$ cat src/rtl/fifo_wr_arbiter.sv
// -----------------------------------------------------------------------------
// fifo_wr_arbiter
//   Shares the single write port of one FIFO among NUM_REQ producers.
//   Round-robin selection with burst locking: the chosen producer owns the
//   port for up to MAX_BURST beats (or until it drops valid), then the grant
//   rotates. The requester that just released becomes lowest priority.
//   Each new grant costs one arbitration cycle in IDLE with no transfer.
//   Data path is combinational: producer data reaches the FIFO in the same
//   cycle as the valid/ready handshake.
//
// Ports
//   clk           clock, rising edge
//   rst_n         asynchronous active-low reset
//   req_valid_i   per-producer valid
//   req_data_i    producer i data at [i*DATA_WIDTH +: DATA_WIDTH]
//   req_ready_o   per-producer ready (only the owner's bit can be 1)
//   fifo_full_i   FIFO full flag
//   fifo_wren_o   FIFO write enable
//   fifo_wdata_o  FIFO write data (0 while idle)
//   grant_o       one-hot current owner, 0 while idle
//   busy_o        1 while a producer owns the port
// -----------------------------------------------------------------------------
module fifo_wr_arbiter #(
  parameter int NUM_REQ    = 4,
  parameter int DATA_WIDTH = 32,
  parameter int MAX_BURST  = 4
) (
  input  logic                          clk,
  input  logic                          rst_n,
  input  logic [NUM_REQ-1:0]            req_valid_i,
  input  logic [NUM_REQ*DATA_WIDTH-1:0] req_data_i,
  output logic [NUM_REQ-1:0]            req_ready_o,
  input  logic                          fifo_full_i,
  output logic                          fifo_wren_o,
  output logic [DATA_WIDTH-1:0]         fifo_wdata_o,
  output logic [NUM_REQ-1:0]            grant_o,
  output logic                          busy_o
);

  localparam int GW = (NUM_REQ > 1) ? $clog2(NUM_REQ) : 1;
  localparam int BW = $clog2(MAX_BURST + 1);

  typedef enum logic {
    S_IDLE = 1'b0,
    S_LOCK = 1'b1
  } state_t;

  state_t        state_q, state_d;
  logic [GW-1:0] owner_q, owner_d;
  logic [GW-1:0] last_grant_q, last_grant_d;
  logic [BW-1:0] beat_cnt_q, beat_cnt_d;

  logic                  pick_found;
  logic [GW-1:0]         pick_idx;
  logic [NUM_REQ-1:0]    owner_onehot;
  logic                  owner_valid;
  logic [DATA_WIDTH-1:0] owner_data;

  // State register
  always_ff @(posedge clk or negedge rst_n) begin
    if (!rst_n) begin
      state_q      <= S_IDLE;
      owner_q      <= '0;
      last_grant_q <= GW'(NUM_REQ - 1);
      beat_cnt_q   <= '0;
    end else begin
      state_q      <= state_d;
      owner_q      <= owner_d;
      last_grant_q <= last_grant_d;
      beat_cnt_q   <= beat_cnt_d;
    end
  end

  // Round-robin search starting just after the last owner, so the previous
  // owner is considered last.
  always_comb begin
    int cand;
    pick_found = 1'b0;
    pick_idx   = '0;
    cand       = 0;
    for (int k = 1; k <= NUM_REQ; k++) begin
      cand = (int'(last_grant_q) + k) % NUM_REQ;
      if (!pick_found && req_valid_i[GW'(cand)]) begin
        pick_found = 1'b1;
        pick_idx   = GW'(cand);
      end
    end
  end

  // Decode owner index into one-hot, its valid bit and its data lane.
  always_comb begin
    owner_onehot = '0;
    owner_valid  = 1'b0;
    owner_data   = '0;
    for (int i = 0; i < NUM_REQ; i++) begin
      if (owner_q == GW'(i)) begin
        owner_onehot[i] = 1'b1;
        owner_valid     = req_valid_i[i];
        owner_data      = req_data_i[i*DATA_WIDTH +: DATA_WIDTH];
      end
    end
  end

  // Next-state logic
  always_comb begin
    state_d      = state_q;
    owner_d      = owner_q;
    last_grant_d = last_grant_q;
    beat_cnt_d   = beat_cnt_q;
    unique case (state_q)
      S_IDLE: begin
        if (pick_found) begin
          state_d    = S_LOCK;
          owner_d    = pick_idx;
          beat_cnt_d = '0;
        end
      end
      S_LOCK: begin
        if (!owner_valid) begin
          // Owner gave up the port; release without a transfer.
          state_d      = S_IDLE;
          last_grant_d = owner_q;
        end else if (!fifo_full_i) begin
          if (beat_cnt_q == BW'(MAX_BURST - 1)) begin
            state_d      = S_IDLE;
            last_grant_d = owner_q;
            beat_cnt_d   = '0;
          end else begin
            beat_cnt_d = beat_cnt_q + 1'b1;
          end
        end
        // Full with owner still valid: everything holds, lock kept.
      end
      default: state_d = S_IDLE;
    endcase
  end

  // Outputs: purely gated by state and fifo_full_i, nothing latched.
  always_comb begin
    grant_o      = '0;
    req_ready_o  = '0;
    fifo_wren_o  = 1'b0;
    fifo_wdata_o = '0;
    busy_o       = 1'b0;
    if (state_q == S_LOCK) begin
      grant_o      = owner_onehot;
      req_ready_o  = fifo_full_i ? '0 : owner_onehot;
      fifo_wren_o  = owner_valid & ~fifo_full_i;
      fifo_wdata_o = owner_data;
      busy_o       = 1'b1;
    end
  end

endmodule
$ cat config.mk
export PLATFORM = sky130hd
export DESIGN_NAME = fifo_wr_arbiter
export DESIGN_NICKNAME = d
export VERILOG_FILES = /design/src/rtl/fifo_wr_arbiter.sv
export SDC_FILE = /design/constraint.sdc
export NUM_CORES = 1
export LEC_CHECK = 0
export ABC_AREA = 1
export CAP_MARGIN = 20
export CORE_ASPECT_RATIO = 1.75
export CORE_MARGIN = 2
export CORE_UTILIZATION = 31
export CTS_CLUSTER_DIAMETER = 100
export DETAILED_ROUTE_END_ITERATION = 10
export GPL_ROUTABILITY_DRIVEN = 0
export PLACE_DENSITY = 0.87
export SYNTH_ARGS = -nofsm -noshare
export SYNTH_HDL_FRONTEND = slang
export SYNTH_SLANG_ARGS = --single-unit
$ cat constraint.sdc
create_clock -name clk -period 2.7 [get_ports clk]
set_input_delay 0.54 -clock clk [delete_from_list [all_inputs] [get_ports clk]]
set_output_delay 0.54 -clock clk [all_outputs]
set_load 0.05 [all_outputs]
### Word level (Yosys, flattened, before mapping)

Cells that the tools add are included.
W data, S select, Z words.

| operators by class | value |
|---|---|
| add/sub/neg operators | 5 |
| order comparisons | 4 |
| equality and inequality tests | 9 |
| multiplexer cells | 51 |
| bitwise operators | 3 |
| reductions and logical operators | 10 |

Operators with widths:

| operator | number |
|---|---|
| $mux W32 | 5 |
| $mux W1 | 26 |
| $lt A2 B4 Y1 const B | 4 |
| $mux W2 | 7 |
| $mux W3 | 4 |
| $mux W4 | 3 |
| $bmux W1 S2 | 4 |
| $ne A2 B2 Y1 const B | 3 |
| $pmux W3 S2 | 1 |
| $reduce_and A3 Y1 | 2 |
| $add A2 B1 Y2 const B | 2 |
| $add A2 B2 Y2 const B | 2 |
| $eq A2 B2 Y1 const B | 2 |
| $ne A2 B1 Y1 const B | 2 |
| $add A3 B1 Y3 const B | 1 |
| $eq A3 B2 Y1 const B | 1 |
| $logic_and A1 B1 Y1 | 3 |
| $logic_not A1 Y1 | 3 |
| $eq A2 B1 Y1 const B | 1 |
| $logic_not A2 Y1 | 1 |
| $not A1 Y1 | 2 |
| $pmux W1 S2 | 1 |
| $reduce_and A2 Y1 | 1 |
| $and A1 B1 Y1 | 1 |

| storage, ports and cells | value |
|---|---|
| bits in registers | 8 |
| input bits | 135 |
| output and inout bits | 42 |
| logic and storage cells | 86 |

### Longest topological paths before layout

| logic depth | value |
|---|---|
| depth in word-level cells | 16 |
| depth in mapped cells | 12 |

### Least setup slack after synthesis

No wires, ideal clock.

| timing path | value |
|---|---|
| path kind | flip-flop to output port |
| start point | reg state_q |
| end point | out fifo_wdata_o[30] |
| arrival time | 2.198 ns |
| required time | 2.160 ns |
| path slack | -0.038 ns |
| cell stages (with the launch flop) | 6 |
| path buffers | 1 |
| cells stage by stage | dfrtp_1 -> nand2_1 -> inv_1 -> buf_2 -> o21ai_0 -> o21ai_0 |

| on the way | value |
|---|---|
| longest elaborated chain between the ends | 1 |

Ends and longest elaborated chain:

| item | RTL line | RTL |
|---|---|---|
| start, declared | 48 | `state_t state_q, state_d;` |
| start signal, assigned | 67 | `state_q <= state_d;` |
| $mux W32 | 145 | `if (state_q == S_LOCK) begin` |
| end, declared | 35 | `output logic [DATA_WIDTH-1:0] fifo_wdata_o,` |

Every way passes these cells.

### Final worst setup path

| timing path | value |
|---|---|
| start point | reg owner_q[0] |
| end point | out fifo_wdata_o[20] |

| on the way | value |
|---|---|
| longest elaborated chain between the ends | 6 |
| elaborated cells between the ends (all ways) | 9 |
| those cells by class | eq/ne: 3; mux: 5; reduce/logical: 1 |

Ends and longest elaborated chain:

| item | RTL line | RTL |
|---|---|---|
| start, declared | 49 | `logic [GW-1:0] owner_q, owner_d;` |
| start signal, assigned | 68 | `owner_q <= owner_d;` |
| $logic_not A2 Y1 | 96 | `if (owner_q == GW'(i)) begin` |
| $mux W32 (3 in a row) | 96 |  |
| $mux W32 * | 96 |  |
| $mux W32 * | 145 |  |

Mark *: on every way between the ends. The rest lies on a longest branch, timed or not.

==> reports/results.ini <==
[cts]
clock-sinks = 8
cts_hold_buf = 0
clk_transition_reported_paths_ns = 0.04
clk_path_buf_depth = 2
cts_tree = yes
h-tree-depth = 1
clockRootBuffer = clkbuf_8
clk_latency_ns = 0.23
cts-buffers-inserted = 3

[timing]
setup_viol = 0
tightest_slew_ns = 0.4952
fmax_mhz = 406.5
drv_slew = 0
layout_setup_ws_ns = 0.2398
final.min_clock_period_ns = 2.460
whs_ns = 0.5068
fin_tns_setup_ns = 0
clock_skew_ns = 0.003754
hold_viol = 0
grt_setup_unrepaired = false
min_period_over_period_pct = 91.12
relSlewSlack_pct = 66.88

[worst_setup_path]
cp-start-kind = flip-flop
crit_required_ns = 2.16
r2r_cells = 9
critPathKind = reg -> out
worst-path-max-fanout = 14
critPathArrivalTime_ns = 1.92
crit_path_end_kind = primary output

[grt]
antenna_found_initial = 0
grt_usage_pct = 27.85
gr-usage-met1_pct = 24.82
grtUsageMet2_pct = 52.66
grt_max_degree = 22
grt_busiest_layer = met2
gr-total-overflow = 0
grt_pass1_vias = 2882
grt_pass1_wl_um = 12910
met3_usage_pct = 6.418

[synthesis]
synth_top_area_share_pct = 21.61
yosysUniqueCellTypes = 29
yosys_warnings = 0
synthCells = 309
synth_common_cells = nand2_1, o21ai_0, nand3_1
yosysSeqAreaShare_pct = 12.15
syn_nets = 445
synth_top_cells_by_area = nand2_1, o21ai_0, dfrtp_1
avgSynthCellArea_um2 = 5.398
synth_edf_count = 0
async_flop_share_pct = 100.0
synth.most_common_cell = nand2_1
yosysTopAreaCell = nand2_1
yosys_most_used_dff = dfrtp_1
yosys_register_bits = 8
syn_area_um2 = 1668

[final_layout]
post-route-util_pct = 74.14
nFillCells = 381
instances_no_fill = 533
insertedDiodeCount = 0
nets = 615
final_cell_area_um2 = 3864
drive_above_1_share_pct = 17.15
syn2layout_area_growth_pct = 131.7

[placement]
place_ws_ns = 0.3354
place_inst = 529
place_area_um2 = 3811
dp_hpwl_um = 7011
place.port_buffers = 176

[min_path]
min_path_type = reg -> reg
min_path_cells = 2

[routing]
drt.antenna.violating_nets = 0
vias = 2795
drtPass1Iterations = 4
drcViolationCount = 0
viasPerCell = 5.244
detail_route.iter0.violations = 114
post_drt_wl_per_cell_um = 15.32
wirelength_um = 8167

[floorplanning]
coreArea_um2 = 5211
floorplan.initialDensity_pct = 32.00
die_h_um = 101.0
die_area_um2 = 6006
ios = 177
die_width_um = 59.45
num_rows = 35

[power_and_ir_drop]
power.total_mw = 5.328
p_leak_nw = 1.707
power.density_nw_per_um2 = 1379
ir_worst_vdd_v = 0.0009536

[status]
status = finished clean

[run]
drv_cap = 0

report_power, final:
part / switching (mW) / total, mW / internal, mW
Clock: 0.0533 / 0.156 / 0.103
Combinational: 2.87 / 4.89 / 2.02
Sequential: 0.0999 / 0.280 / 0.181
Total: 3.02 / 5.33 / 2.30
cell type report:
cell class	instances	area, um2	share of cell area [%]
sequential	8	203.9	5.279
tap	55	68.82	1.781
multi-input combinational	245	1214	31.41
clock buffer	4	45.04	1.166
inverter	37	150.1	3.886
timing repair buffer	184	2182	56.48
worst max-delay path, cell delays in order, from the launching register on:
cell and delay (ns):
dfrtp_2 0.47, buf_4 0.20, nand2_1 0.11, nand2_1 0.10
clkinvlp_4 0.18, o21ai_0 0.12, o21ai_0 0.32, buf_12 0.18
flip-flops by register name, indices dropped and copies added (netlist names):
name and count:
beat_cnt_q 3, state_q 1, owner_q 2, last_grant_q 2
placed cells by master (no fill, tap or decap), drive strengths merged:
| cell type | instances |
|---|---|
| clkdlybuf4s50 | 135 |
| nand2 | 105 |
| o21ai | 55 |
| buf | 49 |
| inv | 36 |
| nand3 | 31 |
| o211ai | 18 |
| nor2 | 16 |
| o22ai | 14 |
| dfrtp | 6 |
| clkbuf | 4 |
| nand4 | 2 |
| dfstp | 2 |
| clkinvlp | 1 |
| a21oi | 1 |
| a21boi | 1 |
| nor3 | 1 |
| ha | 1 |
per-layer routing:
layer	share of wire, %	up-vias
li1	-	1370
met1	32	1209
met2	53	182
met3	9.3	34
met4	6.0	0
met5	0	-
final timing paths:
| kind | startpoint | end | slack [ns] |
|---|---|---|---|
| setup / recovery | owner_q[0]$_DFFE_PN0P_ | fifo_wdata_o[20] | 0.24 |
| hold / removal | beat_cnt_q[1]$_DFFE_PN0P_ | beat_cnt_q[1]$_DFFE_PN0P_ | 0.51 |
| setup reg to reg | last_grant_q[0]$_DFFE_PN1P_ | owner_q[0]$_DFFE_PN0P_ | 1.04 |
| hold reg to reg | beat_cnt_q[1]$_DFFE_PN0P_ | beat_cnt_q[1]$_DFFE_PN0P_ | 0.51 |
| max in group asynchronous | rst_n | last_grant_q[0]$_DFFE_PN1P_ | 1.80 |
| min in group asynchronous | rst_n | beat_cnt_q[0]$_DFFE_PN0P_ | 0.59 |
cells by family (layout without fill, tap and decap cells):
| family | Yosys count | in the layout | synth area share, % |
|---|---|---|---|
| simple gates | 155 | 155 | 40.59 |
| compound gates | 89 | 89 | 31.28 |
| buf+inv | 56 | 225 | 15.23 |
| flops | 8 | 8 | 12.15 |
| fa+ha+maj | 1 | 1 | 0.7501 |
what timing repair did:
item / in CTS / in global routing
buffers inserted: 0 / 0
gates resized for setup: 0 / 4
endpoints found under the setup margin: 0 / 7
Power figures use the tool's default switching activity.
